### config.mk
export PLATFORM = sky130hd
export DESIGN_NAME = tms1000_panel
export DESIGN_NICKNAME = d
export VERILOG_FILES = /design/src/rtl/tms1000_pkg.sv /design/src/rtl/tms1000_key_debounce.sv /design/src/rtl/tms1000_panel.sv
export SDC_FILE = /design/constraint.sdc
export NUM_CORES = 1
export LEC_CHECK = 0
export ABC_AREA = 1
export BUFFER_PORTS_ARGS = -buffer_cell sky130_fd_sc_hd__buf_2
export CAP_MARGIN = 10
export CORE_MARGIN = 5
export CORE_UTILIZATION = 51
export CTS_CLUSTER_DIAMETER = 50
export CTS_CLUSTER_SIZE = 40
export DETAILED_ROUTE_END_ITERATION = 8
export GPL_TIMING_DRIVEN = 1
export HOLD_SLACK_MARGIN = 0.03
export PLACE_DENSITY = 0.7
export SKIP_CTS_REPAIR_TIMING = 1
export SYNTH_ARGS = -nofsm -noshare
export SYNTH_HDL_FRONTEND = slang
export SYNTH_SLANG_ARGS = --single-unit
### constraint.sdc
create_clock -name raw_clk -period 2.6 [get_ports raw_clk]
set_input_delay 0.13 -clock raw_clk [delete_from_list [all_inputs] [get_ports raw_clk]]
set_output_delay 0.13 -clock raw_clk [all_outputs]
set_load 0.005 [all_outputs]
### src/rtl/tms1000_pkg.sv
// Shared definitions for the TMS1000 panel: pin widths, capture FSM encodings
// and the 7-segment pattern table.
package tms1000_pkg;

  localparam int K_WIDTH = 4;
  localparam int R_WIDTH = 11;
  localparam int O_WIDTH = 8;

  localparam logic [1:0] STATE_IDLE   = 2'd0;
  localparam logic [1:0] STATE_SETTLE = 2'd1;
  localparam logic [1:0] STATE_LATCH  = 2'd2;

  typedef enum logic [1:0] {
    CAP_IDLE   = STATE_IDLE,
    CAP_SETTLE = STATE_SETTLE,
    CAP_LATCH  = STATE_LATCH
  } cap_state_e;

  // Segment order {dp, a, b, c, d, e, f, g}, active high.
  function automatic logic [O_WIDTH-1:0] seg7_pattern(input logic [3:0] digit);
    logic [O_WIDTH-1:0] pat;
    case (digit)
      4'h0:    pat = 8'h7e;
      4'h1:    pat = 8'h30;
      4'h2:    pat = 8'h6d;
      4'h3:    pat = 8'h79;
      4'h4:    pat = 8'h33;
      4'h5:    pat = 8'h5b;
      4'h6:    pat = 8'h5f;
      4'h7:    pat = 8'h70;
      4'h8:    pat = 8'h7f;
      4'h9:    pat = 8'h7b;
      4'ha:    pat = 8'h77;
      4'hb:    pat = 8'h1f;
      4'hc:    pat = 8'h4e;
      4'hd:    pat = 8'h3d;
      4'he:    pat = 8'h4f;
      4'hf:    pat = 8'h47;
      default: pat = 8'h00;
    endcase
    return pat;
  endfunction

endpackage

### src/rtl/tms1000_key_debounce.sv
// Key matrix debouncer: a free-running sample tick feeds a 2-sample history
// per key; a key changes state only after two agreeing samples.
module tms1000_key_debounce
  import tms1000_pkg::*;
#(
  parameter int WIDTH           = 44,
  parameter int DEBOUNCE_CYCLES = 12000
) (
  input  logic             raw_clk,
  input  logic             reset,
  input  logic [WIDTH-1:0] keys_raw,
  output logic [WIDTH-1:0] key_db
);

  localparam int CW = (DEBOUNCE_CYCLES > 1) ? $clog2(DEBOUNCE_CYCLES) : 1;
  localparam logic [CW-1:0] CNT_MAX = CW'(DEBOUNCE_CYCLES - 1);

  logic [CW-1:0]    sample_cnt_r;
  logic             tick_s;
  logic [WIDTH-1:0] hist_new_r;
  logic [WIDTH-1:0] hist_old_r;
  logic [WIDTH-1:0] key_db_r;

  assign tick_s = (sample_cnt_r == CNT_MAX);
  assign key_db = key_db_r;

  // Sample tick, history shift and set-on-11 / clear-on-00 update.
  always_ff @(posedge raw_clk) begin
    if (reset) begin
      sample_cnt_r <= '0;
      hist_new_r   <= '0;
      hist_old_r   <= '0;
      key_db_r     <= '0;
    end else begin
      if (tick_s) begin
        sample_cnt_r <= '0;
        hist_new_r   <= keys_raw;
        hist_old_r   <= hist_new_r;
        // Mixed histories leave the debounced value untouched.
        key_db_r     <= (key_db_r | (hist_new_r & hist_old_r)) & (hist_new_r | hist_old_r);
      end else begin
        sample_cnt_r <= sample_cnt_r + 1'b1;
      end
    end
  end

endmodule

### src/rtl/tms1000_panel.sv
// Panel-side responder for the TMS1000 R/O/K pins: digit capture, LED refresh
// and K reply. Define TMS1000_PANEL_BLANK_EN to blank digits the CPU stops updating.
module tms1000_panel
  import tms1000_pkg::*;
#(
  parameter int NUM_DIGITS      = 11,
  parameter int SETTLE_CYCLES   = 32,
  parameter int DEBOUNCE_CYCLES = 12000,
  parameter int REFRESH_CYCLES  = 2048
) (
  input  logic                          raw_clk,
  input  logic                          reset,
  input  logic [NUM_DIGITS-1:0]         pins_r,
  input  logic [O_WIDTH-1:0]            pins_o,
  output logic [K_WIDTH-1:0]            pins_k,
  input  logic [NUM_DIGITS*K_WIDTH-1:0] keys_raw,
  output logic [O_WIDTH-1:0]            seg_n,
  output logic [NUM_DIGITS-1:0]         digit_n
);

  localparam int IW = (NUM_DIGITS > 1) ? $clog2(NUM_DIGITS) : 1;
  localparam int SW = (SETTLE_CYCLES > 1) ? $clog2(SETTLE_CYCLES) : 1;
  localparam int FW = (REFRESH_CYCLES > 1) ? $clog2(REFRESH_CYCLES) : 1;
  localparam logic [SW-1:0]         SETTLE_LOAD = SW'(SETTLE_CYCLES - 1);
  localparam logic [FW-1:0]         REFRESH_MAX = FW'(REFRESH_CYCLES - 1);
  localparam logic [IW-1:0]         IDX_MAX     = IW'(NUM_DIGITS - 1);
  localparam logic [NUM_DIGITS-1:0] R_ONE       = NUM_DIGITS'(1'b1);

  logic [NUM_DIGITS-1:0]         r_meta_r;
  logic [NUM_DIGITS-1:0]         r_s;
  logic [O_WIDTH-1:0]            o_meta_r;
  logic [O_WIDTH-1:0]            o_s;
  logic [NUM_DIGITS-1:0]         r_prev_r;
  cap_state_e                    state_r;
  logic [SW-1:0]                 settle_cnt_r;
  logic [O_WIDTH-1:0]            disp_buf_r [NUM_DIGITS];
  logic [FW-1:0]                 refresh_cnt_r;
  logic [IW-1:0]                 scan_idx_r;
  logic [K_WIDTH-1:0]            pins_k_r;
  logic [O_WIDTH-1:0]            seg_n_r;
  logic [NUM_DIGITS-1:0]         digit_n_r;
  logic [NUM_DIGITS*K_WIDTH-1:0] key_db_s;
  logic [IW-1:0]                 wr_idx_s;
  logic [K_WIDTH-1:0]            k_or_s;
  logic                          onehot_s;
  logic                          latch_wr_s;
  logic                          frame_wrap_s;
  logic                          blank_s;

  assign pins_k  = pins_k_r;
  assign seg_n   = seg_n_r;
  assign digit_n = digit_n_r;

  tms1000_key_debounce #(
    .WIDTH           (NUM_DIGITS * K_WIDTH),
    .DEBOUNCE_CYCLES (DEBOUNCE_CYCLES)
  ) u_key_debounce (
    .raw_clk  (raw_clk),
    .reset    (reset),
    .keys_raw (keys_raw),
    .key_db   (key_db_s)
  );

  // Two-flop synchronizers for the CPU strobe and segment buses.
  always_ff @(posedge raw_clk) begin
    if (reset) begin
      r_meta_r <= '0;
      r_s      <= '0;
      o_meta_r <= '0;
      o_s      <= '0;
    end else begin
      r_meta_r <= pins_r;
      r_s      <= r_meta_r;
      o_meta_r <= pins_o;
      o_s      <= o_meta_r;
    end
  end

  // Decode the strobe pattern and gather the K reply from every strobed row.
  always_comb begin
    wr_idx_s = '0;
    k_or_s   = '0;
    for (int i = 0; i < NUM_DIGITS; i++) begin
      wr_idx_s = wr_idx_s | (IW'(i) & {IW{r_s[i]}});
      k_or_s   = k_or_s | (key_db_s[i*K_WIDTH +: K_WIDTH] & {K_WIDTH{r_s[i]}});
    end
  end

  // The OR-ed index is only meaningful when exactly one strobe is high.
  assign onehot_s     = (r_s != '0) && ((r_s & (r_s - R_ONE)) == '0);
  assign latch_wr_s   = (state_r == CAP_LATCH) && onehot_s;
  assign frame_wrap_s = (refresh_cnt_r == REFRESH_MAX) && (scan_idx_r == IDX_MAX);

  // Capture FSM: wait for R to hold still, then store O into the strobed digit.
  always_ff @(posedge raw_clk) begin
    if (reset) begin
      state_r      <= CAP_IDLE;
      settle_cnt_r <= '0;
      r_prev_r     <= '0;
      for (int i = 0; i < NUM_DIGITS; i++) begin
        disp_buf_r[i] <= '0;
      end
    end else begin
      r_prev_r <= r_s;
      case (state_r)
        CAP_IDLE: begin
          if (r_s != r_prev_r) begin
            state_r      <= CAP_SETTLE;
            settle_cnt_r <= SETTLE_LOAD;
          end
        end
        CAP_SETTLE: begin
          if (r_s != r_prev_r) begin
            settle_cnt_r <= SETTLE_LOAD;
          end else if (settle_cnt_r == '0) begin
            state_r <= CAP_LATCH;
          end else begin
            settle_cnt_r <= settle_cnt_r - 1'b1;
          end
        end
        CAP_LATCH: begin
          if (latch_wr_s) begin
            disp_buf_r[wr_idx_s] <= o_s;
          end
          state_r <= CAP_IDLE;
        end
        default: begin
          state_r <= CAP_IDLE;
        end
      endcase
    end
  end

`ifdef TMS1000_PANEL_BLANK_EN
  logic [3:0] stale_r [NUM_DIGITS];

  // Per-digit staleness: cleared by a write, aged once per full scan frame.
  always_ff @(posedge raw_clk) begin
    if (reset) begin
      for (int i = 0; i < NUM_DIGITS; i++) begin
        stale_r[i] <= 4'd15;
      end
    end else begin
      for (int i = 0; i < NUM_DIGITS; i++) begin
        if (latch_wr_s && (wr_idx_s == IW'(i))) begin
          stale_r[i] <= 4'd0;
        end else if (frame_wrap_s && (stale_r[i] != 4'd15)) begin
          stale_r[i] <= stale_r[i] + 4'd1;
        end
      end
    end
  end

  assign blank_s = (stale_r[scan_idx_r] == 4'd15);
`else
  assign blank_s = 1'b0;
`endif

  // Multiplexed refresh plus the registered K reply.
  always_ff @(posedge raw_clk) begin
    if (reset) begin
      refresh_cnt_r <= '0;
      scan_idx_r    <= '0;
      seg_n_r       <= 8'hff;
      digit_n_r     <= '1;
      pins_k_r      <= '0;
    end else begin
      if (refresh_cnt_r == REFRESH_MAX) begin
        refresh_cnt_r <= '0;
        scan_idx_r    <= (scan_idx_r == IDX_MAX) ? '0 : scan_idx_r + 1'b1;
      end else begin
        refresh_cnt_r <= refresh_cnt_r + 1'b1;
      end
      digit_n_r <= ~(R_ONE << scan_idx_r);
      seg_n_r   <= blank_s ? 8'hff : ~disp_buf_r[scan_idx_r];
      pins_k_r  <= k_or_s;
    end
  end

endmodule
-- Word level (Yosys, flattened, before mapping)
Memories as Yosys holds them, arrays and structs flattened. A register that Yosys moved wholly into a read port is not among the register bits.
Index checks and enable logic that the tools add are counted.
- memories kept: 1
- RAM bits: 88
- register bits: 240
- output and inout bits: 23
- bits in latches: 0
- bits in read-only memories: 0
- logic and storage cells: 102
- input bits: 65
- eq/ne operators: 10
- multiplexer cells: 20
- div/mod/pow operators: 0
- bitwise logic cells: 37
- multipliers: 0
- order comparisons: 0
- $add $sub $neg: 5
- reductions and logical operators: 12
- shift-type cells: 1
- memory list (memory ; depth ; width ; rd ports ; clocked after memory_dff ; write ports ; RTL line ; source):
    disp_buf_r ; 11 ; 8 ; 1 ; 1 ; 11 ; tms1000_panel.sv:36 ; logic [O_WIDTH-1:0] disp_buf_r [NUM_DIGITS];
- operators with widths (operator ; number):
    44-bit AND ; 2
    44-bit bitwise OR ; 2
    4-bit bitwise OR ; 12
    4-bit AND ; 11
    4-bit 2-to-1 mux ; 4
    5-bit 2-to-1 mux ; 3
    14-bit by 1-bit adder with 14-bit output, second input constant ; 1
    14-bit == test, second input constant ; 1
    11-bit by 1-bit adder with 11-bit output, second input constant ; 1
    11-bit AND ; 1
    11-bit == test, second input constant ; 1
    11-bit zero test ; 1
    11-bit != test ; 1
    11-bit inverter ; 1
    11-bit nonzero test ; 1
    1-bit by 4-bit << shifter with 11-bit output, first input constant ; 1
    11-bit by 1-bit subtractor with 11-bit output, second input constant ; 1
    5-bit one-hot mux with 2 select lines ; 1
    3-bit bitwise OR ; 3
    8-bit 2-to-1 mux ; 1
    8-bit inverter ; 1
    8-bit OR reduction ; 1
    1-bit 2-to-1 mux ; 7
    2-bit 2-to-1 mux ; 3
    other kinds (18) ; 23

-- Longest topological paths before layout
Gate-level depths: netlist of the first run.
- word-level depth: 11
- depth in mapped cells: 15
- gate-level depth less buffers: 13

-- By module
A second synthesis of the first run with hierarchy kept.
- cell total of the unflattened synthesis: 2111
- area, all modules: 16748.6 um2
- by module, submodules not included (module ; times used ; area each (um2) ; cells an instance ; seq. area each (um2)):
    tms1000_panel ; 1 ; 9738.1 ; 1010 ; 5725.5
    tms1000_key_debounce ; 1 ; 7010.5 ; 1101 ; 2922.8

-- Least setup slack after synthesis of the first run
OpenSTA, ideal clock, no wires.
- path kind: register -> register
- from: register r_s[6]
- to: memory disp_buf_r[0][0], enable pin
- arrival time: 1827 ps
- data required time: 2271 ps
- slack: 444 ps
- setup time: 329 ps
- period minus slack after synthesis: 2156 ps
- buffers on the path: 1
- cell stages (with the launch flop): 15
- cell sequence: dfxtp_1 -> buf_4 -> nor2_8 -> nand2_2 -> nor2_2 -> nand2_1 -> nand2_1 -> nand2_1 -> nor2_2 -> nand3_2 -> nor2_2 -> inv_2 -> nor2_1 -> nand2_1 -> nand2_1
- RTL lines (item ; RTL line ; source):
    from (decl) ; tms1000_panel.sv:30 ; logic [NUM_DIGITS-1:0] r_s;
    from (signal assigned) ; tms1000_panel.sv:73 ; r_s <= r_meta_r;
    to (decl) ; tms1000_panel.sv:36 ;

==> results of run 1 <==
[synthesized netlist by cell type, drive strengths merged]
master	n	area [µm²]
a21oi	87	447
nand4	8	50.1
nand2	155	584
nor2	311	1200
o41ai	2	17.5
nand3b	1	7.51
o21ai	182	911
o221ai	3	26.3
mux2	10	113
buf	18	86.3
or2	3	18.8
nor3	19	100
dfxtp	252	5040
edfxtp	120	3600
ha	6	75.1
xnor2	5	43.8
nand3	69	355
nor4	2	12.5
conb	1	3.75
clkbuf	57	214
mux2i	22	220
and2	2	12.5
xor2	10	87.6
a221oi	4	35.0
nor3b	2	15.0
o32ai	1	8.76
inv	189	709
and3	1	6.26
o211ai	10	75.1
a211oi	1	7.51
o22ai	29	181
o21a	3	22.5
a22o	18	158
[per-layer routing]
layer,vias to the layer above,track usage [%],wire length (µm)
li1,5662,-,-
met1,5155,24.6,13200
met2,252,33.7,15700
met3,69,3.16,1370
met4,0,5.85,884
met5,-,0,0
[registers in the layout, indices dropped and copies added, names as in the netlist, 14 cells and up, named ones only]
register	cells
u_key_debounce.hist_new_r	44
disp_buf_r	128
u_key_debounce.sample_cnt_r	14
u_key_debounce.hist_old_r	44
u_key_debounce.key_db	44
[cell families after synthesis]
kind of cell    count (synthesis)  synth area share, %
simple gates                  573                 16.4
compound gates                340                 13.1
mux                            32                 2.30
flops                         372                 59.8
buf+inv                       264                 6.99
fa+ha+maj                       6                0.519
other cells                     1               0.0259
xor+xnor                       15                0.909
[where the power goes]
group	switching, mW	internal, mW	total, mW
combinational	0.263	0.201	0.464
sequential	0.0520	6.10	6.15
clock	2.37	3.05	5.42
[area by class of cell]
type	instances	area, µm²	share of cell area (%)
Inverter	189	711	4.07
Tap cell	378	473	2.71
Timing Repair Buffer	189	1400	8.02
Clock inverter	23	304	1.74
Sequential cell	372	8650	49.6
Multi-Input combinational cell	1006	4960	28.4
Clock buffer	40	947	5.43
[final timing paths]
| kind | end | cells past startpoint |
|---|---|---|
| max reg2reg | disp_buf_r[6][1] | 11 |
| min | o_meta_r[5] | 4 |
| max | disp_buf_r[6][1] | 11 |
| min reg2reg | o_s[7] | 2 |
[critical path, delay by kind of cell, from the launching register on]
kind | cells | cell delay (ns)
AOI/OAI and AO/OA | 1 | 0.14
buffers and inverters | 1 | 0.05
DFF | 1 | 0.42
and+or+nand+nor | 9 | 1.38
[stage by stage]
| stage | power [mW] | utilization, % |
|---|---|---|
| finish | 12.0 | 62.6 |
| floorplan | 6.53 | - |
| global route | 12.5 | 62.6 |
| global placement | 6.66 | 55.8 |
| CTS | 12.1 | 60.3 |
| detailed placement | 6.67 | 55.8 |
==> summary.txt, run 1 <==
Run status
  • Outcome: finished clean

Worst setup path
  • Worst Path Arrival: 2.51 ns
  • Crit-path max FO: 8
  • Data required time of the critical path: 2.79 ns
  • RR Startpoint: r_s[6]
  • Worst R2R Setup Slack: 0.28 ns
  • Crit path from: r_s[6]
  • Most used cell, CP: nand2_1
  • Crit-path cells: nor2_8 > nand2_2 > o21ai_1 > nand2_1 > nor2_1 > nand3_2 > nor2_2 > inv_2 > nor2_1 > nand2_1 > nand2_1
  • Slowest stage delay, CP: 0.42 ns
  • Setup crit end kind: register
  • CP max stage cell: dfxtp_1
  • Critical path class: reg2reg
  • CP startpoint kind: register

Floorplanning
  • Core footprint: approximately 28,000 µm²
  • IO Pins: ~90
  • Full die area: roughly 32,000 µm²
  • Die Ht: roughly 180 µm
  • Num rows: slightly above 60
  • Die X: approximately 180 µm
  • Initial Util: 51.9%

STA
  • Slew margin rel.: approximately half
  • Fin crit share: around nine tenths
  • Hold WS: around 0.36 ns
  • Fin worst setup slack: around 0.28 ns
  • Worst-margin pin slew: between 0.7 and 0.8 ns
  • FMAX: approximately 0.43 GHz
  • Final hold violations: 0
  • Layout Skew: between 0.02 and 0.025 ns
  • Final Max Tran Viols: 0
  • Unrepaired setup endpoints after global routing: false
  • Final min period: 2.32 ns
  • Fin Setup TNS: 0 ns
  • Final setup vio count: 0

Clock tree
  • Reg clk slew, reported paths: 0.07 ns
  • Clk_lat worst skew: between 0.5 and 0.6 ns
  • Htree depth: 2
  • CTS tree: yes
  • CTS Buffer Depth: 3
  • Clock Sinks: roughly 370
  • CTS root buf: clkbuf_16
  • TritonCTS buffer count: 35

Power and ir drop
  • Power per cell area: slightly below 700 nW/µm²
  • Max IR drop VDD: about 520 µV
  • P_leak: ~7 nW

Placement
  • Port buffer count: 87
  • Dpl ws: roughly 0.22 ns
  • Area post-placement: ~16,000 µm²
  • Placer Congestion: 0.870
  • DP HPWL: just over 20 mm
  • Placed cells: between 2,000 and 2,500

Global route
  • Total congestion overflow: 0
  • Vias in the first global route: about 11,000
  • Largest net degree at the start of global routing: around 120
  • Initial antenna violation count: 0
  • Tot GR Track Use: about a fifth
  • Global-route wire length before repair: approximately 50 mm

Final layout
  • Nets: between 1,500 and 2,000
  • Post-Layout Cell Count: around 2,200
  • Area grow syn2layout: 20.7%
  • Share of layout cells above drive strength 1: between 10% and 20%
  • Most frequent cells in the layout: nor2_1, dfxtp_1, o21ai_0, inv_1, nand2_1
  • Commonest non-fill, non-tap cell in the layout: nor2_1
  • Finished layout cell area: between 15,000 and 20,000 µm²
  • Ant. Diodes: 0
  • FILL cells: between 2,000 and 2,500

Job
  • Maxcap violations: 0

Yosys
  • Cells after Synth: around 1,600
  • Synthesized area: approximately 14,000 µm²
  • FF+latch count, synth: between 300 and 400
  • Syn_area_per_cell: about 9.0 µm²
  • Synth warnings: 0
  • Register area share after synthesis: 59.8%
  • Synth unique cells: between 40 and 50

Detailed routing
  • DR iter-0 viols: just under 700
  • Vias per cell: 5.07
  • Final ANT Viol Nets: 0
  • Via count: roughly 11,000
  • Pre-Repair DR Iteration Count: 6
  • Routed WL: 31.1 mm
  • WL/cell: roughly 14 µm
  • DRC Markers: 0

Worst hold path
  • Hold Startpoint: pins_o[5]
  • Hold Crit Class: in2reg
Note: power is estimated with default switching activity, not from simulation.
==> run 2: changes to the inputs <==
==> constraint.sdc (replaced) <==
create_clock -name raw_clk -period 2.4 [get_ports raw_clk]
set_input_delay 0.12 -clock raw_clk [delete_from_list [all_inputs] [get_ports raw_clk]]
set_output_delay 0.12 -clock raw_clk [all_outputs]
set_load 0.005 [all_outputs]
==> run 2 against run 1 <==
Against the previous run:
- non-clock buffer count grew 13
- fmax up 6.3%
- via count rose by 1.5%
- cell count increased by 0.59%
- utilization increased by 0.31 points
- sequential cell count is the same
- clock power grew 4.8%
- first-iteration DRC count rose by 18%
- die area unchanged
- setup slack got worse by 0.062 ns
==> summary.txt, run 2 (synthesis gave the netlist of run 1 again) <==
Final layout
  • Max reg flops: 128 (unchanged)
  • Area grow syn2layout: 21.3% (was 20.7%)
  • Ant. Diodes: 0 (unchanged)
  • Most frequent cells in the layout: nor2_1, dfxtp_1, o21ai_0, inv_1, nand2_1 (unchanged)
  • Largest Register: disp_buf_r (unchanged)
  • Nets: 1,878 (was 1,864)
  • Post-Layout Cell Count: 2,210 (was 2,197)
  • Share of layout cells above drive strength 1: 13.6% (was 12.6%)
  • Commonest non-fill, non-tap cell in the layout: nor2_1 (unchanged)

STA
  • Final min period: 2.18 ns (was 2.32 ns)
  • Worst-margin pin slew: 0.878 ns (was 0.777 ns)
  • Final setup vio count: 0 (unchanged)
  • Final Max Tran Viols: 0 (unchanged)
  • Fin crit share: 91.0% (was 89.3%)
  • Fin worst setup slack: 0.216 ns (was 0.278 ns)
  • FMAX: 0.458 GHz (was 0.431 GHz)
  • Layout Skew: 0.0365 ns (was 0.0216 ns)
  • Slew margin rel.: 41.4% (was 48.2%)
  • Final hold violations: 0 (unchanged)

Detailed routing
  • Pre-Repair DR Iteration Count: 5 (was 6)
  • Via count: 11,300 (was 11,100)
  • Routed WL: 32.0 mm (was 31.1 mm)
  • DR iter-0 viols: 821 (was 695)
  • DRC Markers: 0 (unchanged)
  • Final ANT Viol Nets: 0 (unchanged)
  • Vias per cell: 5.12 (was 5.07)
  • WL/cell: 14.5 µm (was 14.2 µm)

Global route
  • Tot GR Track Use: 19.8% (was 19.3%)
  • Initial antenna violation count: 0 (unchanged)
  • Largest net degree at the start of global routing: 112 (was 121)
  • Total congestion overflow: 0 (unchanged)
  • Global-route wire length before repair: 51.4 mm (was 50.1 mm)
  • Vias in the first global route: 10,800 (was 10,600)

Worst setup path
  • Worst R2R Setup Slack: 0.22 ns (was 0.28 ns)
  • Critical path class: reg2reg (unchanged)
  • CP startpoint kind: register (unchanged)
  • Data required time of the critical path: 2.62 ns (was 2.79 ns)
  • Worst Path Arrival: 2.40 ns (was 2.51 ns)
  • Setup crit end kind: register (unchanged)
  • Crit-path max FO: 8 (unchanged)

Clock tree
  • Reg clk slew, reported paths: 0.07 ns (about the same)
  • Clock Sinks: 372 (unchanged)
  • TritonCTS buffer count: 36 (was 35)
  • CTS root buf: clkbuf_16 (unchanged)
  • Clk_lat worst skew: 0.53 ns (was 0.52 ns)
  • CTS tree: yes (unchanged)
  • Htree depth: 2 (unchanged)
  • CTS Buffer Depth: 3 (unchanged)

Worst hold path
  • Hold Crit Class: in2reg (unchanged)

Floorplanning
  • Full die area: 31,800 µm² (unchanged)
  • Die Ht: 178 µm (unchanged)
  • IO Pins: 88 (unchanged)
  • Initial Util: 51.9% (unchanged)
  • Core footprint: 27,900 µm² (unchanged)
  • Die X: 178 µm (unchanged)
  • Num rows: 61 (unchanged)

Placement
  • Port buffer count: 87 (unchanged)
  • Placer Congestion: 0.877 (was 0.870)
  • Placed cells: 2,084 (was 2,070)
  • Dpl ws: 0.0681 ns (was 0.223 ns)
  • DP HPWL: 21.0 mm (was 20.6 mm)

Job
  • Maxcap violations: 0 (unchanged)

Power and ir drop
  • Switching power: 2.96 mW (was 2.68 mW)
  • Power per cell area: 734 nW/µm² (was 690 nW/µm²)
  • Combinational fraction of design power: 4.1% (was 3.9%)
  • Sw frac: 23.0% (was 22.3%)
  • Clock power frac: 44.2% (was 45.0%)
  • Int Pwr: 9.91 mW (was 9.35 mW)
  • Total power: 12.9 mW (was 12.0 mW)
  • P_leak: 6.90 nW (was 6.86 nW)
  • Seq pwr share: 51.8% (was 51.1%)
  • Max IR drop VDD: 447 µV (was 522 µV)

Run status
  • Outcome: finished clean (unchanged)
[run 2: path summary, 6_finish.rpt]
kind,end,from,depth (start not counted)
max,disp_buf_r[8][4],r_s[0],11
min,disp_buf_r[10][5],reset,4
max reg2reg,disp_buf_r[8][4],r_s[0],11
min reg2reg,o_s[0],o_meta_r[0],2
[run 2: power by group through the flow]
stage	Clock, mW	Sequential, mW	Combinational, mW
6_report	5.68	6.66	0.525
5_1_grt	6.04	6.67	0.587
4_1_cts	5.78	6.66	0.437
3_5_place_dp	0	6.80	0.432
3_3_place_gp	0	6.80	0.424
2_1_floorplan	0	6.78	0.286
[run 2: area by class of cell]
cell class | count | area (µm²)
multi-input combinational | 1006 | 4990
inverter | 189 | 711
clock buffer | 38 | 940
sequential | 372 | 8650
tap | 378 | 473
clock inverter | 25 | 267
timing repair buffer | 202 | 1490
fill | 2294 | 10300
[run 2: stage by stage]
step                      hold WS [ns]  instance area (µm²)  setup TNS (ns)  util [%]
after detailed placement         0.328                15600               0      56.2
after floorplan                  0.212                14600               0         -
final                            0.176                17500               0      62.9
after global placement           0.325                15600               0      56.2
after global routing             0.186                17500        -0.00572      62.9
after CTS                       -0.203                16900               0      60.5
[run 2: critical path, stage by stage, from the launching register on]
cell     delay (ns)
dfxtp_1        0.37
nor2_4         0.17
nand2_1        0.11
o21ai_1        0.15
nand2_1        0.06
nor2_1         0.22
nand3_4        0.16
nor2_4         0.13
inv_2          0.05
nor2_1         0.16
nand2_1        0.17
nand2_4        0.15
[run 2: routing by layer]
metal  track usage (%)  vias up  part of all wire (%)
met5                 0        -                     0
met2              34.6      268                    50
met4              7.68        0                   3.5
li1                  -     5675                     -
met1              24.6     5282                    41
met3              3.37       80                   4.8
